### src/rtl/pattern_hflipper_pkg.sv
// pattern_hflipper_pkg: shared pattern-line geometry, line type and pixel-reverse helper.
package pattern_hflipper_pkg;
  localparam int PATTERN_PX  = 8;
  localparam int PATTERN_BPP = 2;
  localparam int PATTERN_W   = PATTERN_PX * PATTERN_BPP;
  typedef logic [PATTERN_W-1:0] pattern_line_t;
  // Reverses pixel order while keeping the bit order inside each pixel.
  function automatic pattern_line_t pixel_reverse(input pattern_line_t l);
    pattern_line_t r;
    r = '0;
    for (int i = 0; i < PATTERN_PX; i++)
      r[i*PATTERN_BPP +: PATTERN_BPP] = l[(PATTERN_PX-1-i)*PATTERN_BPP +: PATTERN_BPP];
    return r;
  endfunction
endpackage

### src/rtl/pattern_hflipper_if.sv
// pattern_hflipper_if: line-in / mirrored-line-out bus.
//   in_valid/in_line/in_hflip : request from master
//   out_valid/out_line/out_mask : registered result from slave
interface pattern_hflipper_if
  import pattern_hflipper_pkg::*;
#(
  parameter int PX  = PATTERN_PX,
  parameter int BPP = PATTERN_BPP
);
  logic              in_valid;
  logic [PX*BPP-1:0] in_line;
  logic              in_hflip;
  logic              out_valid;
  logic [PX*BPP-1:0] out_line;
  logic [PX-1:0]     out_mask;
  modport master (output in_valid, in_line, in_hflip, input out_valid, out_line, out_mask);
  modport slave  (input in_valid, in_line, in_hflip, output out_valid, out_line, out_mask);
endinterface

### src/rtl/pattern_hflipper.sv
// pattern_hflipper: optionally mirrors a pattern line horizontally, one-cycle latency, with opacity mask.
//   clk : clock, rising edge
//   rst : asynchronous active-low reset
//   bus : slave side of pattern_hflipper_if (in_valid/in_line/in_hflip -> out_valid/out_line/out_mask)
module pattern_hflipper
  import pattern_hflipper_pkg::*;
#(
  parameter int PX  = PATTERN_PX,
  parameter int BPP = PATTERN_BPP
) (
  input logic               clk,
  input logic               rst,
  pattern_hflipper_if.slave bus
);
  localparam int W = PX * BPP;
  logic [W-1:0]  flip_d, line_d, line_q;
  logic [PX-1:0] mask_d, mask_q;
  logic          valid_q;
  for (genvar i = 0; i < PX; i++) begin : g_px
    assign flip_d[i*BPP +: BPP] = bus.in_line[(PX-1-i)*BPP +: BPP];
    // Mask follows the (possibly mirrored) output ordering, not the input.
    assign mask_d[i] = |line_d[i*BPP +: BPP];
  end
  assign line_d = bus.in_hflip ? flip_d : bus.in_line;
  always_ff @(posedge clk or negedge rst) begin
    if (!rst) begin
      valid_q <= 1'b0;
      line_q  <= '0;
      mask_q  <= '0;
    end else begin
      valid_q <= bus.in_valid;
      if (bus.in_valid) begin
        line_q <= line_d;
        mask_q <= mask_d;
      end
    end
  end
  assign bus.out_valid = valid_q;
  assign bus.out_line  = line_q;
  assign bus.out_mask  = mask_q;
endmodule

### src/flat_wrapper.sv
// flat-port wrapper written by rule: the top's interface ports become plain ports
module pattern_hflipper_flat import pattern_hflipper_pkg::*;
#(
  parameter int PX  = PATTERN_PX,
  parameter int BPP = PATTERN_BPP
)
  (clk, rst, bus_in_valid, bus_in_line, bus_in_hflip, bus_out_valid, bus_out_line, bus_out_mask);
  pattern_hflipper_if #(.PX(PX), .BPP(BPP)) bus_i ();
  input logic clk;
  input logic rst;
  input wire logic [$bits(bus_i.in_valid)-1:0] bus_in_valid;
  input wire logic [$bits(bus_i.in_line)-1:0] bus_in_line;
  input wire logic [$bits(bus_i.in_hflip)-1:0] bus_in_hflip;
  output wire logic [$bits(bus_i.out_valid)-1:0] bus_out_valid;
  output wire logic [$bits(bus_i.out_line)-1:0] bus_out_line;
  output wire logic [$bits(bus_i.out_mask)-1:0] bus_out_mask;
  assign bus_i.in_valid = bus_in_valid;
  assign bus_i.in_line = bus_in_line;
  assign bus_i.in_hflip = bus_in_hflip;
  assign bus_out_valid = bus_i.out_valid;
  assign bus_out_line = bus_i.out_line;
  assign bus_out_mask = bus_i.out_mask;
  pattern_hflipper #(.PX(PX), .BPP(BPP)) u_core (.clk(clk), .rst(rst), .bus(bus_i));
endmodule
### config.mk
export PLATFORM = sky130hd
export DESIGN_NAME = pattern_hflipper_flat
export DESIGN_NICKNAME = d
export VERILOG_FILES = /design/src/rtl/pattern_hflipper_pkg.sv /design/src/rtl/pattern_hflipper_if.sv /design/src/rtl/pattern_hflipper.sv /design/src/flat_wrapper.sv
export SDC_FILE = /design/constraint.sdc
export NUM_CORES = 1
export LEC_CHECK = 0
export BUFFER_PORTS_ARGS = -buffer_cell sky130_fd_sc_hd__buf_2
export CAP_MARGIN = 5
export CELL_PAD_IN_SITES_DETAIL_PLACEMENT = 1
export CELL_PAD_IN_SITES_GLOBAL_PLACEMENT = 2
export CORE_UTILIZATION = 28
export CTS_CLUSTER_SIZE = 14
export DETAILED_ROUTE_END_ITERATION = 10
export GPL_TIMING_DRIVEN = 0
export PLACE_DENSITY = 0.77
export SETUP_SLACK_MARGIN = 0.3
export SYNTH_ARGS = -nofsm -noshare
export SYNTH_HDL_FRONTEND = slang
export SYNTH_SLANG_ARGS = --single-unit
### constraint.sdc
create_clock -name clk -period 0.9 [get_ports clk]
set_input_delay 0.27 -clock clk [delete_from_list [all_inputs] [get_ports clk]]
set_output_delay 0.27 -clock clk [all_outputs]
set_load 0.02 [all_outputs]
* Word level (Yosys, flattened, before mapping)
Cells that the tools add are included.
** Operators by class
- Add/sub/neg operators :: 0
- Multiply operators :: 0
- Divide/modulo/power cells :: 0
- $lt $le $gt $ge :: 0
- Equality and inequality tests :: 0
- Shift-type cells :: 0
- Mux-type cells :: 1
- Bitwise gates (word level) :: 0
- Reductions and logical operators :: 8
** Operator list (number)
- $mux 16 :: 1
- $reduce_or 2->1 :: 8
** Word-level totals
- Bits in registers :: 25
- Bits in latches :: 0
- Bits in writable memories :: 0
- Bits in read-only memories :: 0
- Memories :: 0

* Longest topological paths before layout
- Depth after elaboration :: 2
- Mapped depth :: 4
- Gate-level depth less buffers :: 2

* Least setup slack after synthesis
Ideal clock, no wire load.
- Kind :: input port to flip-flop
- From :: input bus_in_hflip
- To :: register u_core.mask_q[1] (netlist: u_core.bus.out_mask[1])
- Setup time :: 0.087 ns
- Data arrival time :: 0.826 ns
- Setup slack :: -0.013 ns
- Cell stages on the path :: 4
- Path buffers :: 2
- Path through :: buf_6 -> nand2b_1 -> buf_6 -> o221ai_2
** On the way
- Longest elaborated chain between the ends :: 2
** Ends and longest elaborated chain
- start, declared :: RTL line flat_wrapper.sv:13 : input wire logic [$bits(bus_i.in_hflip)-1:0] bus_in_hflip;
- $mux 16 :: RTL line pattern_hflipper.sv:24 : assign line_d = bus.in_hflip ? flip_d : bus.in_line;
- $reduce_or 2->1 :: RTL line pattern_hflipper.sv:22 : assign mask_d[i] = |line_d[i*BPP +: BPP];
- end signal, assigned :: RTL line pattern_hflipper.sv:34 : mask_q <= mask_d;
- end, declared :: RTL line pattern_hflipper.sv:17 : logic [PX-1:0] mask_d, mask_q;
Every way passes these cells.
A chain may end at the register's enable or synchronous reset.

* Worst setup path after layout
- From :: register u_core.line_q[10] (netlist: u_core.bus.out_line[10])
- To :: output bus_out_line[10]
** RTL lines
- start, declared :: RTL line pattern_hflipper.sv:16 : logic [W-1:0] flip_d, line_d, line_q;
- start signal, assigned :: RTL line pattern_hflipper.sv:33 : line_q <= line_d;
- end, declared :: RTL line flat_wrapper.sv:15 : output wire logic [$bits(bus_i.out_line)-1:0] bus_out_line;
No word-level cell between the ends.

==> results.ini <==
[floorplan]
placeableCoreArea_mm2 = 0.00400
start_util = 0.290
die_h_um = 66.4
die-area_mm2 = 0.00441
fp.dieW_um = 66.4
row_count = 23
io_pins = 45

[sta]
fmax_ghz = 0.897
setup_viol = 25
hold_ws_ns = -0.0285
finalHoldViolCount = 25
worst_slack_ns = -0.215
grt_setup_unrepaired = true
maxSlewViolCount = 0
tightest_slew_ns = 0.574
finClkSkew_ns = 0
final.min_clock_period_ns = 1.11
maxSlewHeadroom = 0.617
finalCritPeriodShare = 1.24

[power_and_ir_drop]
finalPower_mw = 3.12
power_density_mw_per_mm2 = 1560
worst_ir_drop_vdd_mv = 0.686
p_leak_nw = 0.887

[critical_path]
cp_max_fo = 2
cpPeakStageDelay_ns = 0.42
r2r_setup_slack_ns = 0.02
cp.required_ns = 0.63
end_kind = primary output
crit_type = register to primary output
path_buf_inv = 1
critPathSlowestCell = dfrtp_1
cp.arrival_ns = 0.84
worstPathCellList = buf_6
start_kind = register
cp_top_family = flip-flops
crit_start = u_core.bus.out_line[10]$_DFFE_PN0P_
r2r-start = u_core.bus.out_mask[3]$_DFFE_PN0P_

[finish]
multi_input_area_um2 = 624
final_cell_mix = buf_6, buf_2, mux2i_1
nNetsFinal = 188
final_util = 0.500
finalNonFillerCells = 217
fillCellCount = 426
drive_gt1_frac = 0.671
mostFrequentLayoutCell = buf_6
area_growth_pct = 72.4
fin_area_mm2 = 0.00200
seq_area_um2 = 639
antennaDiodeCount = 0

[detailed_routing]
drt-initial-drc-count = 17
post_drt_wl_per_cell_um = 16.5
dr.pass1.iters = 4
avgViaCountPerCell = 4.75
drt_wl_total_mm = 3.58
route.detailed.drc = 0
via_count = 1030
antenna_left = 0

[run_status]
status = finished with violations
failed_checks = hold timing, setup timing

[clocking]
clock_latency_ns = 0.28
cts_tree = done
clock-root-buffer = clkbuf_8
cts.clk_slew.worst_paths_ns = 0.10
cts_buffers = 3
htreeDepth = 1
clock_sinks = 25
clock_path_buffers = 2
ctsHoldBuffers = 0

[placement]
gp_congestion = 0.783
dp.cells = 199
io_buffers = 43
placed_area_mm2 = 0.00150
dp_hpwl_mm = 2.31

[grt]
grt_max_degree = 26
overflow = 0
antenna_found_initial = 0
grt_pass1_vias = 1102
grt.total_usage = 0.173
grt_pass1_wl_mm = 5.51

[synth]
netlist_area_mm2 = 0.00116
yosys_register_bits = 25
synth_area_leader_cell = dfrtp_1
synth.avg_cell_area_um2 = 11.0
yosysUniqueCellTypes = 12
synth.top_cell.area_share = 0.539
yosysWarnings = 0
syn_nets = 126
ys_seq_area_frac = 0.539
ys_top_cells_by_area = dfrtp_1, mux2i_1, nor2_1
synth_cells = 106

[flow_run]
cap_violations = 0

[min_path]
hp-class = input port to asynchronous set/reset pin

[layout make-up]
cell class | count | area share
buffer | 7 | 0.0463
clock buffer | 3 | 0.0206
clock inverter | 1 | 0.00250
multi-input combinational | 74 | 0.312
sequential | 25 | 0.319
tap | 50 | 0.0313
timing repair buffer | 57 | 0.268
[worst reg2reg max path, cell delays in order (launching register included)]
cell and delay (ns):
dfrtp_1 0.41, buf_6 0.12, buf_6 0.11, nand2b_4 0.05, o221ai_2 0.07
[power by group]
part / total [mW] / switching (mW) / internal [mW]
Combinational: 1.05 / 0.498 / 0.557
Sequential: 1.36 / 0.102 / 1.25
Clock: 0.714 / 0.403 / 0.311
[repair_timing]
item,4_1_cts,5_1_grt
pin swaps,1,1
setup buffers,4,9
gates cloned,1,0
gates resized for setup,68,31
setup endpoints to repair,49,49
[worst paths after layout]
kind,to,cells after the start
min,u_core.bus.out_line[9]$_DFFE_PN0P_,1
max in group asynchronous,u_core.bus.out_line[0]$_DFFE_PN0P_,1
max reg2reg,u_core.bus.out_mask[3]$_DFFE_PN0P_,4
max,bus_out_line[10],1
min in group clk,u_core.bus.out_valid$_DFF_PN0_,1
min reg2reg,u_core.bus.out_mask[0]$_DFFE_PN0P_,2
[per-layer routing]
metal,vias up,part of all wire,GRT usage
met5,-,0,0
met4,0,0.019,0.0638
met1,511,0.39,0.195
met2,15,0.57,0.323
li1,497,-,-
met3,7,0.022,0.0259
[logic make-up after synthesis]
| group | count (synthesis) | synth area share |
|---|---|---|
| AO/OA/AOI/OAI | 24 | 0.145 |
| buffers and inverters | 7 | 0.0485 |
| flip-flops | 25 | 0.539 |
| multiplexers | 16 | 0.138 |
| AND/OR/NAND/NOR | 34 | 0.129 |
[flip-flops by register name, indices dropped and copies added (netlist names)]
register,cells
u_core.bus.out_line,16
u_core.bus.out_valid,1
u_core.bus.out_mask,8
[metrics by stage]
step | setup TNS (ns) | setup WS (ns)
finish | -5.01 | -0.215
global placement | -3.51 | -0.246
floorplan | 0 | 0.0220
detailed placement | -3.83 | -0.256
global route | -5.57 | -0.237
CTS | -4.84 | -0.212
[cell usage after synthesis]
| library cell | instances |
|---|---|
| o221ai_1 | 5 |
| a21oi_1 | 16 |
| buf_6 | 2 |
| buf_8 | 1 |
| o221ai_2 | 3 |
| buf_2 | 3 |
| nor2_1 | 24 |
| mux2i_1 | 16 |
| nand2b_1 | 9 |
| clkbuf_1 | 1 |
| dfrtp_1 | 25 |
| nand2_1 | 1 |
Note: power is estimated with default switching activity, not from simulation.
